===== src/rtl/atri_smon_pkg.sv =====
// Shared constants, FSM state type and helpers for the ATRI sample-monitor statistics block.
// Min/max tracking is compiled in only when ATRI_SMON_MINMAX_EN is defined.
package atri_smon_pkg;

    localparam int NCHAN        = 4;
    localparam int MON_WIDTH    = 8;
    localparam int MAX_LOG2_DEF = 10;

    typedef enum logic [1:0] {
        IDLE  = 2'd0,
        ACCUM = 2'd1,
        HOLD  = 2'd2
    } smon_state_e;

    // Requested exponents beyond what the accumulators were sized for are clamped.
    function automatic logic [3:0] clamp_log2(input logic [3:0] n, input logic [3:0] max_n);
        return (n > max_n) ? max_n : n;
    endfunction

endpackage


===== src/rtl/atri_smon_chan_acc.sv =====
// One monitor channel: running sum plus optional min/max (ATRI_SMON_MINMAX_EN).
module atri_smon_chan_acc
    import atri_smon_pkg::*;
#(
    parameter int ACC_W = MON_WIDTH + MAX_LOG2_DEF
) (
    input  logic                 clk_i,
    input  logic                 rst_i,
    input  logic                 clear,
    input  logic                 accept,
    input  logic [MON_WIDTH-1:0] sample,
    output logic [ACC_W-1:0]     sum
`ifdef ATRI_SMON_MINMAX_EN
    ,
    output logic [MON_WIDTH-1:0] min_val,
    output logic [MON_WIDTH-1:0] max_val
`endif
);

    always_ff @(posedge clk_i) begin
        if (rst_i) begin
            sum <= '0;
        end else if (clear) begin
            sum <= '0;
        end else if (accept) begin
            sum <= sum + ACC_W'(sample);
        end
    end

`ifdef ATRI_SMON_MINMAX_EN
    // Min starts at all-ones and max at zero so the first accepted sample replaces both.
    always_ff @(posedge clk_i) begin
        if (rst_i || clear) begin
            min_val <= '1;
            max_val <= '0;
        end else if (accept) begin
            if (sample < min_val) min_val <= sample;
            if (sample > max_val) max_val <= sample;
        end
    end
`endif

endmodule


===== src/rtl/atri_sample_mon_stats.sv =====
// Averages the four IRS sample-monitor words over 2^N updates and presents them via valid/ack.
// Define ATRI_SMON_MINMAX_EN to also report per-channel min/max.
module atri_sample_mon_stats
    import atri_smon_pkg::*;
#(
    parameter int MAX_LOG2 = MAX_LOG2_DEF
) (
    input  logic                       clk_i,
    input  logic                       rst_i,
    input  logic                       en_i,
    input  logic                       mon_valid_i,
    input  logic [MON_WIDTH-1:0]       irs1_mon_i,
    input  logic [MON_WIDTH-1:0]       irs2_mon_i,
    input  logic [MON_WIDTH-1:0]       irs3_mon_i,
    input  logic [MON_WIDTH-1:0]       irs4_mon_i,
    input  logic [3:0]                 navg_log2_i,
    input  logic                       start_i,
    input  logic                       stat_ack_i,
    output logic                       busy_o,
    output logic                       stat_valid_o,
    output logic [NCHAN*MON_WIDTH-1:0] avg_o,
    output logic [NCHAN*MON_WIDTH-1:0] min_o,
    output logic [NCHAN*MON_WIDTH-1:0] max_o,
    output logic                       overrun_o
);

    localparam int         ACC_W = MON_WIDTH + MAX_LOG2;
    localparam int         CNT_W = MAX_LOG2 + 1;
    localparam logic [3:0] MAX_N = 4'(MAX_LOG2);

    smon_state_e state_q, state_d;

    logic [3:0]                 n_q;
    logic [CNT_W-1:0]           count_q, count_nxt, target;
    logic                       last_q;
    logic                       clear, accept, finish;
    logic [NCHAN*MON_WIDTH-1:0] avg_q, avg_d;
    logic                       overrun_q;
    logic [MON_WIDTH-1:0]       mon [NCHAN];
    logic [ACC_W-1:0]           sum [NCHAN];

    assign mon[0] = irs1_mon_i;
    assign mon[1] = irs2_mon_i;
    assign mon[2] = irs3_mon_i;
    assign mon[3] = irs4_mon_i;

    // Once the final update is in, last_q blocks further accepts while results are registered.
    assign clear     = (state_q == IDLE) && start_i;
    assign accept    = (state_q == ACCUM) && !last_q && mon_valid_i && en_i;
    assign finish    = (state_q == ACCUM) && last_q;
    assign count_nxt = count_q + CNT_W'(1);
    assign target    = CNT_W'(1) << n_q;

    always_ff @(posedge clk_i) begin
        if (rst_i) state_q <= IDLE;
        else       state_q <= state_d;
    end

    always_comb begin
        state_d = state_q;
        unique case (state_q)
            IDLE:    if (start_i)    state_d = ACCUM;
            ACCUM:   if (last_q)     state_d = HOLD;
            HOLD:    if (stat_ack_i) state_d = IDLE;
            default:                 state_d = IDLE;
        endcase
    end

`ifdef ATRI_SMON_MINMAX_EN
    logic [MON_WIDTH-1:0]       ch_min [NCHAN];
    logic [MON_WIDTH-1:0]       ch_max [NCHAN];
    logic [NCHAN*MON_WIDTH-1:0] min_d, max_d, min_q, max_q;
`endif

    for (genvar c = 0; c < NCHAN; c++) begin : g_chan
        atri_smon_chan_acc #(.ACC_W(ACC_W)) u_acc (
            .clk_i   (clk_i),
            .rst_i   (rst_i),
            .clear   (clear),
            .accept  (accept),
            .sample  (mon[c]),
            .sum     (sum[c])
`ifdef ATRI_SMON_MINMAX_EN
            ,
            .min_val (ch_min[c]),
            .max_val (ch_max[c])
`endif
        );

        assign avg_d[c*MON_WIDTH +: MON_WIDTH] = MON_WIDTH'(sum[c] >> n_q);
`ifdef ATRI_SMON_MINMAX_EN
        assign min_d[c*MON_WIDTH +: MON_WIDTH] = ch_min[c];
        assign max_d[c*MON_WIDTH +: MON_WIDTH] = ch_max[c];
`endif
    end

    always_ff @(posedge clk_i) begin
        if (rst_i) begin
            n_q       <= '0;
            count_q   <= '0;
            last_q    <= 1'b0;
            avg_q     <= '0;
            overrun_q <= 1'b0;
        end else begin
            if (clear) begin
                n_q       <= clamp_log2(navg_log2_i, MAX_N);
                count_q   <= '0;
                last_q    <= 1'b0;
                overrun_q <= 1'b0;
            end
            if (accept) begin
                count_q <= count_nxt;
                if (count_nxt == target) last_q <= 1'b1;
            end
            if (finish) begin
                avg_q  <= avg_d;
                last_q <= 1'b0;
            end
            if ((state_q == HOLD) && mon_valid_i && en_i) overrun_q <= 1'b1;
        end
    end

`ifdef ATRI_SMON_MINMAX_EN
    always_ff @(posedge clk_i) begin
        if (rst_i) begin
            min_q <= '0;
            max_q <= '0;
        end else if (finish) begin
            min_q <= min_d;
            max_q <= max_d;
        end
    end

    assign min_o = min_q;
    assign max_o = max_q;
`else
    assign min_o = '0;
    assign max_o = '0;
`endif

    assign busy_o       = (state_q == ACCUM);
    assign stat_valid_o = (state_q == HOLD);
    assign avg_o        = avg_q;
    assign overrun_o    = overrun_q;

endmodule


===== config.mk =====
export PLATFORM = sky130hd
export DESIGN_NAME = atri_sample_mon_stats
export DESIGN_NICKNAME = d
export VERILOG_FILES = /design/src/rtl/atri_smon_pkg.sv /design/src/rtl/atri_smon_chan_acc.sv /design/src/rtl/atri_sample_mon_stats.sv
export SDC_FILE = /design/constraint.sdc
export NUM_CORES = 1
export LEC_CHECK = 0
export CAP_MARGIN = 10
export CORE_MARGIN = 2
export CORE_UTILIZATION = 25
export DETAILED_ROUTE_END_ITERATION = 6
export PLACE_DENSITY = 0.47
export SLEW_MARGIN = 5
export SYNTH_ARGS = -nofsm -noshare
export SYNTH_HDL_FRONTEND = slang
export SYNTH_SLANG_ARGS = --single-unit
export TNS_END_PERCENT = 100

===== constraint.sdc =====
create_clock -name clk_i -period 2.76 [get_ports clk_i]
set_input_delay 0.69 -clock clk_i [delete_from_list [all_inputs] [get_ports clk_i]]
set_output_delay 0.69 -clock clk_i [all_outputs]
set_load 0.05 [all_outputs]

==> summary.txt <==
STA
  – Worst hold slack: 454.0 ps
  – # setup viols final: 0
  – Crit share post-route: 94.09%
  – Worst Tran Pin Value: 828.5 ps
  – Max Clk Rate: 385.1 MHz
  – Final Skew: 9.800 ps
  – Setup ws final: 163.0 ps
  – Slew HR: 44.77%
  – Clock period minus worst slack: 2597 ps
  – Fin. Hold Viols: 0
  – Setup TNS: 0 ps
  – Final slew viol count: 0

Floorplanning
  – FP Rows: 70
  – Die width: 196.3 um
  – Core area: 36520 um2
  – Initial Utilization: 25.32%
  – Die ar.: 38550 um2
  – Die height: 196.3 um
  – I/O pin count: 141

Critical path
  – Critical-path maximum fanout: 3
  – Worst Path Required: 3070 ps
  – Setup CP Type: input port to flop
  – Largest delay share family, worst path: compound AO/OA/AOI/OAI gates
  – Critical path buffers and inverters: 3
  – WP data arrival: 2910 ps
  – Worst Setup Start Kind: input port
  – Worst stage delay on the critical path: 450 ps
  – Setup crit end kind: flop
  – CP max stage cell: clkdlybuf4s50_1
  – Crit-path cells: clkdlybuf4s50_1, ha_1, a21o_1, a21o_1, a2111oi_1, buf_4, o31ai_2, buf_4, nand4_1, xor2_1, nor2_1

Final layout
  – Fin area: 11580 um2
  – Final Non-Filler Cells: 1671
  – Register area: 2469 um2
  – P&R area growth vs syn: 25.19%
  – Fraction of layout cells with a size suffix above 1: 19.45%
  – Footprint of the multi-input gates: 6270 um2
  – Nets: 1269
  – Diodes inserted: 0
  – Filler cells: 3854

CTS
  – H-tree lvl count: 4
  – Worst-path clk slew: 60 ps
  – CTS Sinks: 123
  – Root Buffer: clkbuf_16
  – Total CTS buffers: 17
  – CTS max path bufs: 2
  – CTS tree: done
  – Skew-Pair Late Insertion Delay: 430 ps

Power and ir drop
  – Leakage power figure: 0.004117 uW
  – PwrDens: 419.8 nW/um2
  – Peak VDD IR: 283.5 uV

Synth
  – Yosys warning count: 0
  – Mean area per synthesized cell: 8.675 um2
  – Number of synthesized flops with an enable pin: 0
  – Most used DFF post-synth: dfxtp_1
  – Synth area leaders: dfxtp_1, mux4_2, buf_4
  – Synth top cells by count: dfxtp_1, nand2_1, nor2_1
  – Syn Inst Count: 1066
  – Post-synth ARST share: 0%
  – Synth cell types: 65
  – Post-synth top area cell: dfxtp_1
  – Flops & latches, synth: 123
  – Proportion of netlist area held by the largest area contributor: 26.63%
  – Cell area after synthesis: 9248 um2
  – Sequential element share of the synthesized area: 26.63%

Run status
  – Status: finished clean

Global routing
  – First-pass GRT wire length: 44080 um
  – M3 GR Usage: 2.327%
  – GRT Total Usage: 14.69%
  – Top Usage Layer GRT: met2
  – Vias in the first global route: 7936
  – Grt ovf: 0
  – Grt met1 use: 17.77%
  – Antenna violations before repair: 1
  – Largest net degree at the start of global routing: 63
  – GR Layer Usage met2: 26.18%

Placement
  – Dpl cells: 1637
  – DP HPWL: 21010 um
  – Placed inst area: 10870 um2
  – DP Worst Slack: -547.6 ps
  – IO buf count: 76
  – Placer Congestion: 0.8325

Drt
  – Wire length per cell: 16.75 um
  – DR pass1 iterations: 4
  – Drt total wl: 28000 um
  – Routed vias: 8109
  – DRC viols: 0
  – Final ANT Viol Nets: 0
  – Iter 0 DRT Violations: 284
  – Vias per cell: 4.853

Worst hold path
  – Worst min path class: flop to flop

Job
  – Max-cap viol count: 0
-- worst min-delay path: stages, from the launching register on --
cell and delay [ps]:
dfxtp_1 310, nand2_1 50, a21oi_1 50
-- metrics by stage --
stage | util [%] | total power (uW)
finish | 31.70 | 4860
global route | 31.70 | 5049
CTS | 31.38 | 4913
detailed placement | 29.77 | 2653
global placement | 29.77 | 2651
floorplan | - | 2473
-- cell usage in the layout (no fill, tap or decap), drive strengths merged, types with 4 or more instances in the layout --
cell           count
a2111oi            8
a211o             11
a211oi            27
a21boi             4
a21o               8
a21oi             87
a221oi             4
a22o               7
and2               4
and3               6
buf               97
clkbuf            19
clkdlybuf4s50     73
clkinv             5
conb              64
dfxtp            123
fa                 4
ha                33
inv               32
mux2               6
mux2i             33
mux4              61
nand2            123
nand3             21
nand3b             8
nand4             12
nor2             110
nor2b             12
nor3              20
nor3b              9
nor4               6
o21a               6
o21ai             40
o31ai              4
or3               16
xnor2             34
xor2              22
-- final cells by class --
class | count | area share (%)
Sequential cell | 123 | 21.32
Inverter | 29 | 0.9402
Tap cell | 468 | 5.058
Timing Repair Buffer | 172 | 13.55
Multi-Input combinational cell | 847 | 54.16
Clock buffer | 19 | 3.739
Clock inverter | 13 | 1.232
-- where the power goes --
group / switching (uW) / internal (uW)
clock network: 902 / 1330
registers: 43.7 / 1790
logic: 505 / 285
total: 1450 / 3410
-- state kept, by name, indices dropped and copies added, names as in the netlist --
name	flops
avg_o	32
g_chan.u_acc.sum	72
overrun_o	1
count_q	11
n_q	4
state_q	2
last_q	1
-- per-layer routing --
layer | wire length (um) | vias to the layer above | part of all wire, %
li1 | - | 3991 | -
met2 | 14110 | 154 | 50
met5 | 11 | - | 0.039
met3 | 929 | 32 | 3.3
met1 | 12220 | 3930 | 44
met4 | 724 | 2 | 2.6
-- cells by family after synthesis --
kind of cell / synth area share [%]
AND/OR/NAND/NOR: 18.59
AO/OA/AOI/OAI: 15.38
buffers and inverters: 9.457
flip-flops: 26.63
multiplexers: 19.16
XOR/XNOR: 5.304
adder cells (fa/ha/maj): 5.439
other: 0.04055
-- timing repair --
item,in CTS,in global routing
setup buffers,0,1
hold buffers,0,0
pin swaps,2,15
gates cloned,1,0
setup endpoints to repair,6,33
resized for setup,6,35
-- path summary, 6_finish.rpt --
kind / to / slack (ps) / from / cells past startpoint
worst max-delay path: g_chan[2].u_acc.sum[15]$_SDFFE_PP0P_ / 160 / irs3_mon_i[1] / 11
worst min-delay path: avg_o[2]$_SDFFE_PP0P_ / 450 / avg_o[2]$_SDFFE_PP0P_ / 2
worst max register to register: avg_o[28]$_SDFFE_PP0P_ / 210 / n_q[1]$_SDFFE_PP0P_ / 6
worst min register to register: avg_o[2]$_SDFFE_PP0P_ / 450 / avg_o[2]$_SDFFE_PP0P_ / 2
Power figures use the tool's default switching activity.
